==> config.mk <==
export PLATFORM = sky130hd
export DESIGN_NAME = mult_arbiter
export DESIGN_NICKNAME = d
export VERILOG_FILES = /design/src/rtl/mult_arbiter_pkg.sv /design/src/rtl/mult_arbiter_rr_picker.sv /design/src/rtl/mult_arbiter.sv
export SDC_FILE = /design/constraint.sdc
export NUM_CORES = 1
export LEC_CHECK = 0
export ABC_AREA = 0
export ABC_CLOCK_PERIOD_IN_PS = 3450
export BUFFER_PORTS_ARGS = -buffer_cell sky130_fd_sc_hd__buf_4
export CORE_ASPECT_RATIO = 1.5
export CORE_UTILIZATION = 35
export CTS_CLUSTER_DIAMETER = 150
export CTS_CLUSTER_SIZE = 24
export DETAILED_ROUTE_END_ITERATION = 10
export GPL_ROUTABILITY_DRIVEN = 0
export GPL_TIMING_DRIVEN = 1
export MAX_ROUTING_LAYER = met4
export PLACE_DENSITY = 0.65
export RECOVER_POWER = 100
export SYNTH_ARGS = -nofsm -noshare
export SYNTH_HDL_FRONTEND = slang
export SYNTH_SLANG_ARGS = --single-unit
==> constraint.sdc <==
create_clock -name clk -period 3.45 [get_ports clk]
set_input_delay 0.69 -clock clk [delete_from_list [all_inputs] [get_ports clk]]
set_output_delay 0.69 -clock clk [all_outputs]
set_load 0.01 [all_outputs]
==> src/rtl/mult_arbiter_pkg.sv <==
// mult_arbiter_pkg: shared states, defaults and sizing helper
// for the multiplier-sharing arbiter.
package mult_arbiter_pkg;

  localparam int DEF_N       = 4;
  localparam int DEF_WIDTH   = 16;
  localparam int DEF_TIMEOUT = 64;

  typedef enum logic [1:0] {
    ST_IDLE,
    ST_ISSUE,
    ST_WAIT,
    ST_RESP
  } state_e;

  function automatic int idx_w(input int n);
    return (n > 1) ? $clog2(n) : 1;
  endfunction

endpackage

==> src/rtl/mult_arbiter_rr_picker.sv <==
// rr_picker: combinational round-robin picker, first set request
// searching upward from ptr+1 modulo N.
module rr_picker
  import mult_arbiter_pkg::*;
#(
  parameter int N  = DEF_N,
  parameter int IW = idx_w(N)
) (
  input  logic [N-1:0]  req,
  input  logic [IW-1:0] ptr,
  output logic [N-1:0]  onehot,
  output logic [IW-1:0] idx
);

  logic          found;
  logic [IW-1:0] cand;

  always_comb begin
    onehot = '0;
    idx    = '0;
    found  = 1'b0;
    cand   = '0;
    for (int k = 1; k <= N; k++) begin
      cand = IW'((int'(ptr) + k) % N);
      if (!found && req[cand]) begin
        found        = 1'b1;
        onehot[cand] = 1'b1;
        idx          = cand;
      end
    end
  end

endmodule

==> src/rtl/mult_arbiter.sv <==
// mult_arbiter: shares one start/ready signed multiplier core
// among N requesters, round-robin, with a response timeout.
module mult_arbiter
  import mult_arbiter_pkg::*;
#(
  parameter int N       = DEF_N,
  parameter int WIDTH   = DEF_WIDTH,
  parameter int TIMEOUT = DEF_TIMEOUT
) (
  input  logic                    clk,
  input  logic                    rst,
  input  logic [N-1:0]            req_valid,
  output logic [N-1:0]            req_ready,
  input  logic [N*WIDTH-1:0]      req_a,
  input  logic [N*WIDTH-1:0]      req_b,
  output logic [N-1:0]            resp_valid,
  input  logic [N-1:0]            resp_ready,
  output logic [2*WIDTH-1:0]      resp_product,
  output logic                    resp_err,
  output logic [WIDTH-1:0]        mul_a,
  output logic [WIDTH-1:0]        mul_b,
  output logic                    mul_start,
  input  logic                    mul_ready,
  input  logic [2*WIDTH-1:0]      mul_product,
  output logic                    busy,
  output logic [idx_w(N)-1:0]     grant_id
);

  localparam int IW = idx_w(N);
  localparam int CW = idx_w(TIMEOUT);

  state_e               state_q, state_d;
  logic [IW-1:0]        ptr_q, ptr_d;
  logic [IW-1:0]        gid_q, gid_d;
  logic [WIDTH-1:0]     a_q, a_d;
  logic [WIDTH-1:0]     b_q, b_d;
  logic [2*WIDTH-1:0]   prod_q, prod_d;
  logic                 err_q, err_d;
  logic [CW-1:0]        cnt_q, cnt_d;

  logic [N-1:0]         pick_oh;
  logic [IW-1:0]        pick_idx;
  logic [WIDTH-1:0]     sel_a, sel_b;
  logic                 idle;

  rr_picker #(
    .N  (N),
    .IW (IW)
  ) u_picker (
    .req    (req_valid),
    .ptr    (ptr_q),
    .onehot (pick_oh),
    .idx    (pick_idx)
  );

  always_comb begin
    sel_a = '0;
    sel_b = '0;
    for (int i = 0; i < N; i++) begin
      if (pick_oh[i]) begin
        sel_a = req_a[i*WIDTH +: WIDTH];
        sel_b = req_b[i*WIDTH +: WIDTH];
      end
    end
  end

  assign idle         = (state_q == ST_IDLE);
  assign req_ready    = (idle && !rst) ? pick_oh : '0;
  assign mul_start    = (state_q == ST_ISSUE);
  assign mul_a        = a_q;
  assign mul_b        = b_q;
  assign busy         = !idle;
  assign grant_id     = gid_q;
  assign resp_product = prod_q;
  assign resp_err     = err_q;

  always_comb begin
    resp_valid = '0;
    if (state_q == ST_RESP) resp_valid[gid_q] = 1'b1;
  end

  always_comb begin
    state_d = state_q;
    ptr_d   = ptr_q;
    gid_d   = gid_q;
    a_d     = a_q;
    b_d     = b_q;
    prod_d  = prod_q;
    err_d   = err_q;
    cnt_d   = cnt_q;
    unique case (state_q)
      ST_IDLE: begin
        if (|pick_oh) begin
          a_d     = sel_a;
          b_d     = sel_b;
          gid_d   = pick_idx;
          state_d = ST_ISSUE;
        end
      end
      ST_ISSUE: begin
        cnt_d   = '0;
        state_d = ST_WAIT;
      end
      ST_WAIT: begin
        cnt_d = cnt_q + CW'(1);
        // first WAIT cycle may still see ready from the previous op
        if ((cnt_q != '0) && mul_ready) begin
          prod_d  = mul_product;
          err_d   = 1'b0;
          state_d = ST_RESP;
        end else if (cnt_q == CW'(TIMEOUT - 1)) begin
          prod_d  = '0;
          err_d   = 1'b1;
          state_d = ST_RESP;
        end
      end
      ST_RESP: begin
        if (resp_ready[gid_q]) begin
          ptr_d   = gid_q;
          state_d = ST_IDLE;
        end
      end
      default: state_d = ST_IDLE;
    endcase
  end

  always_ff @(posedge clk) begin
    if (rst) begin
      state_q <= ST_IDLE;
      ptr_q   <= IW'(N - 1);
      gid_q   <= '0;
      a_q     <= '0;
      b_q     <= '0;
      prod_q  <= '0;
      err_q   <= 1'b0;
      cnt_q   <= '0;
    end else begin
      state_q <= state_d;
      ptr_q   <= ptr_d;
      gid_q   <= gid_d;
      a_q     <= a_d;
      b_q     <= b_d;
      prod_q  <= prod_d;
      err_q   <= err_d;
      cnt_q   <= cnt_d;
    end
  end

endmodule

==> impl_metrics.py <==
metrics = {
    "finish": {
        "sequential_cell_area_um2": 1540,
        "fillerInstances": 1263,
        "instances_no_fill": 945,
        "flow.area_growth_from_synthesis_pct": 43.0,
        "drive_above_1_share_pct": 30.3,
        "diodes": 0,
        "area_occupied_by_multi_input_gates_um2": 2710,
        "number_of_nets_in_the_layout": 970,
        "finalCoreUtilization_pct": 51.9,
    },
    "power": {
        "leakage_nw": 2.74,
        "power.ir.vdd_worst_mv": 0.252,
        "power_density_nw_per_um2": 627,
    },
    "sta": {
        "final_setup_violating_endpoints": 0,
        "rsz_0062_raised_after_global_routing": "no",
        "fmax_ghz": 0.302,
        "layout_setup_ws_ps": 137,
        "timing.final.crit_period_ps": 3310,
        "timing_hold_violations_final": 0,
        "final.setup.tns_ps": 0,
        "fin_skew_ps": 5.73,
        "tightestPinTransition_ps": 1670,
        "final-max-slew-violation-count": 74,
        "post-route-period-util_pct": 96.0,
        "timing.slew.headroom_pct": -11.4,
    },
    "clock_tree": {
        "cts-hold-fix-buffers": 0,
        "clock_tree.buffer_depth": 2,
        "post-cts-setup-buffers": 0,
        "clock_sink_count": 77,
        "htree_num_levels": 3,
        "cts_made_buffers": 9,
        "clockRootBuffer": "sky130_fd_sc_hd__clkbuf_16",
        "cts.clk_slew.worst_paths_ps": 60,
        "tritoncts_clock_tree": "yes",
        "clk_latency_ps": 330,
    },
    "drt": {
        "vias_per_cell": 5.49,
        "total_via_count_after_detailed_routing": 5185,
        "dr.pass1.iters": 5,
        "drt_iter0_markers": 287,
        "drt-total-wl_um": 16400,
        "wire_per_inst_um": 17.4,
        "drc": 0,
        "ant_nets": 0,
    },
    "global_routing": {
        "grt_overflow": 0,
        "maximum_number_of_pins_on_one_net_before_global_route_repair": 74,
        "grt_antenna_before_repair": 0,
        "grt_first_pass_wirelength_um": 24900,
        "vias_in_the_first_global_route": 5106,
        "globalRouteTotalUtil_pct": 24.7,
    },
    "placement": {
        "port_buffers": 247,
        "placedCellCount": 930,
        "hpwl_um": 12300,
        "placement.setup.worst_slack_ps": 282,
    },
    "critical_path": {
        "critPathRequiredTime_ps": 2760,
        "critical_path_buf_inv_count": 3,
        "critPathTopFamily": "compound AO/OA/AOI/OAI gates",
        "timing.setup.critical_path_class": "register to primary output",
        "critPathMaxFanout": 11,
        "critical_path_arrival_ps": 2620,
        "worst_setup_path_start_kind": "register",
        "slowest_stage_delay_on_critical_path_ps": 460,
        "critPathSlowestCell": "sky130_fd_sc_hd__or3b_2",
        "worstSetupEndpointType": "primary output",
        "cp_cell_sequence": "inv_1, ha_2, or3b_2, a211oi_1, buf_4, o21ai_0, o2111a_1, nor2_1, clkbuf_2",
    },
    "run": {
        "max_cap_violations": 1,
    },
    "die": {
        "placementRows": 50,
        "boundaryPins": 248,
        "total_core_area_um2": 12600,
        "die_w_um": 95.2,
        "design.die.area_um2": 13500,
        "fp.dieH_um": 142,
        "floorplan.initialDensity_pct": 36.3,
    },
    "synth": {
        "ys_warn_count": 0,
        "mappedNetlistArea_um2": 4560,
        "syn-mean-instance-area_um2": 8.19,
        "synth-edff-count": 0,
        "fraction_of_registers_with_async_set_or_reset_after_synthesis_pct": 0,
        "register_bit_total_from_synthesis": 77,
        "synth.yosys.seq_area_share_pct": 33.8,
        "postSynthNetCount": 742,
        "dominantRegCellSynth": "sky130_fd_sc_hd__dfxtp_1",
        "synth_cells": 557,
        "post_synth_num_cell_types": 50,
    },
    "outcome": {
        "outcome": "complete, but fails checks",
        "failed_checks": "capacitance limit, slew limit",
    },
    "worst_hold_path": {
        "path_category_of_the_worst_min_delay_check": "register to register",
    },
}
==> registers in the layout, indices dropped and copies added, names as in the netlist <==
name          flops
cnt_q             6
mul_a            16
resp_err          1
mul_b            16
resp_product     32
state_q           2
grant_id          2
ptr_q             2
==> final cells by class <==
| class | instances | area share [%] |
|---|---|---|
| multi-input combinational | 415 | 41.5 |
| tap | 156 | 2.99 |
| timing repair buffer | 269 | 26.6 |
| clock buffer | 11 | 3.72 |
| inverter | 13 | 0.748 |
| sequential | 77 | 23.6 |
| clock inverter | 4 | 0.748 |
==> cells in the final DEF (no fill, tap or decap), drive strengths merged, types with 4 or more instances in the layout <==
master / Yosys / final
buf: 22 / 191
clkbuf: 30 / 89
nor2: 80 / 80
dfxtp: 77 / 77
nand2: 49 / 49
o21ai: 42 / 42
nand3: 35 / 35
a21oi: 35 / 35
a21o: 34 / 34
a22oi: 32 / 32
a311oi: 32 / 32
ha: 14 / 14
inv: 13 / 13
a211oi: 5 / 5
nor2b: 4 / 4
mux2i: 4 / 4
nand2b: 4 / 4
nand4: 4 / 4
==> through the flow <==
step	hold slack [ps]	area (um2)	power [mW]
final	462	6520	4.09
after global routing	484	6520	4.35
after CTS	466	6840	4.36
after detailed placement	455	6550	3.41
after global placement	446	6550	3.35
after floorplan	471	4560	2.58
==> final timing paths <==
kind | startpoint | end | slack (ps) | cells past startpoint
setup reg to reg | ptr_q[0] | mul_a[8] | 240 | 10
setup / recovery | ptr_q[0] | req_ready[3] | 140 | 9
hold / removal | resp_err | resp_err | 460 | 2
hold reg to reg | resp_err | resp_err | 460 | 2
==> cell families after synthesis <==
logic type,count (synthesis),share of synthesized area [%]
XOR/XNOR,4,0.769
flip-flops,77,33.8
adder cells (fa/ha/maj),14,3.84
multiplexers,8,2.61
buffers and inverters,65,6.61
AND/OR/NAND/NOR,191,18.6
AO/OA/AOI/OAI,198,33.8
==> worst reg2reg max path: cells and delay by family, from the launching register on <==
kind | cells | cell delay (ps)
fa+ha+maj | 1 | 370
simple gates | 2 | 460
compound gates | 5 | 1390
flops | 1 | 360
buf+inv | 2 | 420
==> synthesized netlist by cell type, types with 3 or more instances <==
| library cell | n | area (um2) |
|---|---|---|
| sky130_fd_sc_hd__a211oi_1 | 5 | 37.5 |
| sky130_fd_sc_hd__a21o_1 | 34 | 255 |
| sky130_fd_sc_hd__a21oi_1 | 35 | 175 |
| sky130_fd_sc_hd__a22oi_1 | 32 | 240 |
| sky130_fd_sc_hd__a311oi_1 | 12 | 105 |
| sky130_fd_sc_hd__a311oi_2 | 20 | 300 |
| sky130_fd_sc_hd__buf_2 | 16 | 80.1 |
| sky130_fd_sc_hd__buf_6 | 4 | 45.0 |
| sky130_fd_sc_hd__clkbuf_1 | 30 | 113 |
| sky130_fd_sc_hd__dfxtp_1 | 77 | 1540 |
| sky130_fd_sc_hd__ha_1 | 14 | 175 |
| sky130_fd_sc_hd__inv_1 | 13 | 48.8 |
| sky130_fd_sc_hd__mux2i_1 | 4 | 40.0 |
| sky130_fd_sc_hd__mux4_2 | 3 | 67.6 |
| sky130_fd_sc_hd__nand2_1 | 49 | 184 |
| sky130_fd_sc_hd__nand2b_1 | 4 | 25.0 |
| sky130_fd_sc_hd__nand3_1 | 35 | 175 |
| sky130_fd_sc_hd__nand3b_1 | 3 | 22.5 |
| sky130_fd_sc_hd__nand4_1 | 4 | 25.0 |
| sky130_fd_sc_hd__nor2_1 | 79 | 297 |
| sky130_fd_sc_hd__nor2b_1 | 4 | 25.0 |
| sky130_fd_sc_hd__o2111a_1 | 3 | 33.8 |
| sky130_fd_sc_hd__o21ai_0 | 40 | 200 |
| sky130_fd_sc_hd__xor2_1 | 3 | 26.3 |
==> where the power goes <==
group          switching, mW  internal (mW)
Combinational           1.11          0.777
Sequential             0.153           1.12
Clock                  0.354          0.575
==> per-layer routing <==
layer  vias to the layer above  routed length (um)  GRT usage (%)
li1                       2478                   -              -
met1                      2411                5990           25.3
met2                       247                8600           43.9
met3                        49                1200           5.52
met4                         0                 640           10.9
met5                         -                   0              -
==> what timing repair did <==
action / 4_1_cts / 5_1_grt
setup endpoints to repair: 0 / 2
hold endpoints to repair: 0 / 0
resized for setup: 0 / 1
Note: power is estimated with default switching activity, not from simulation.
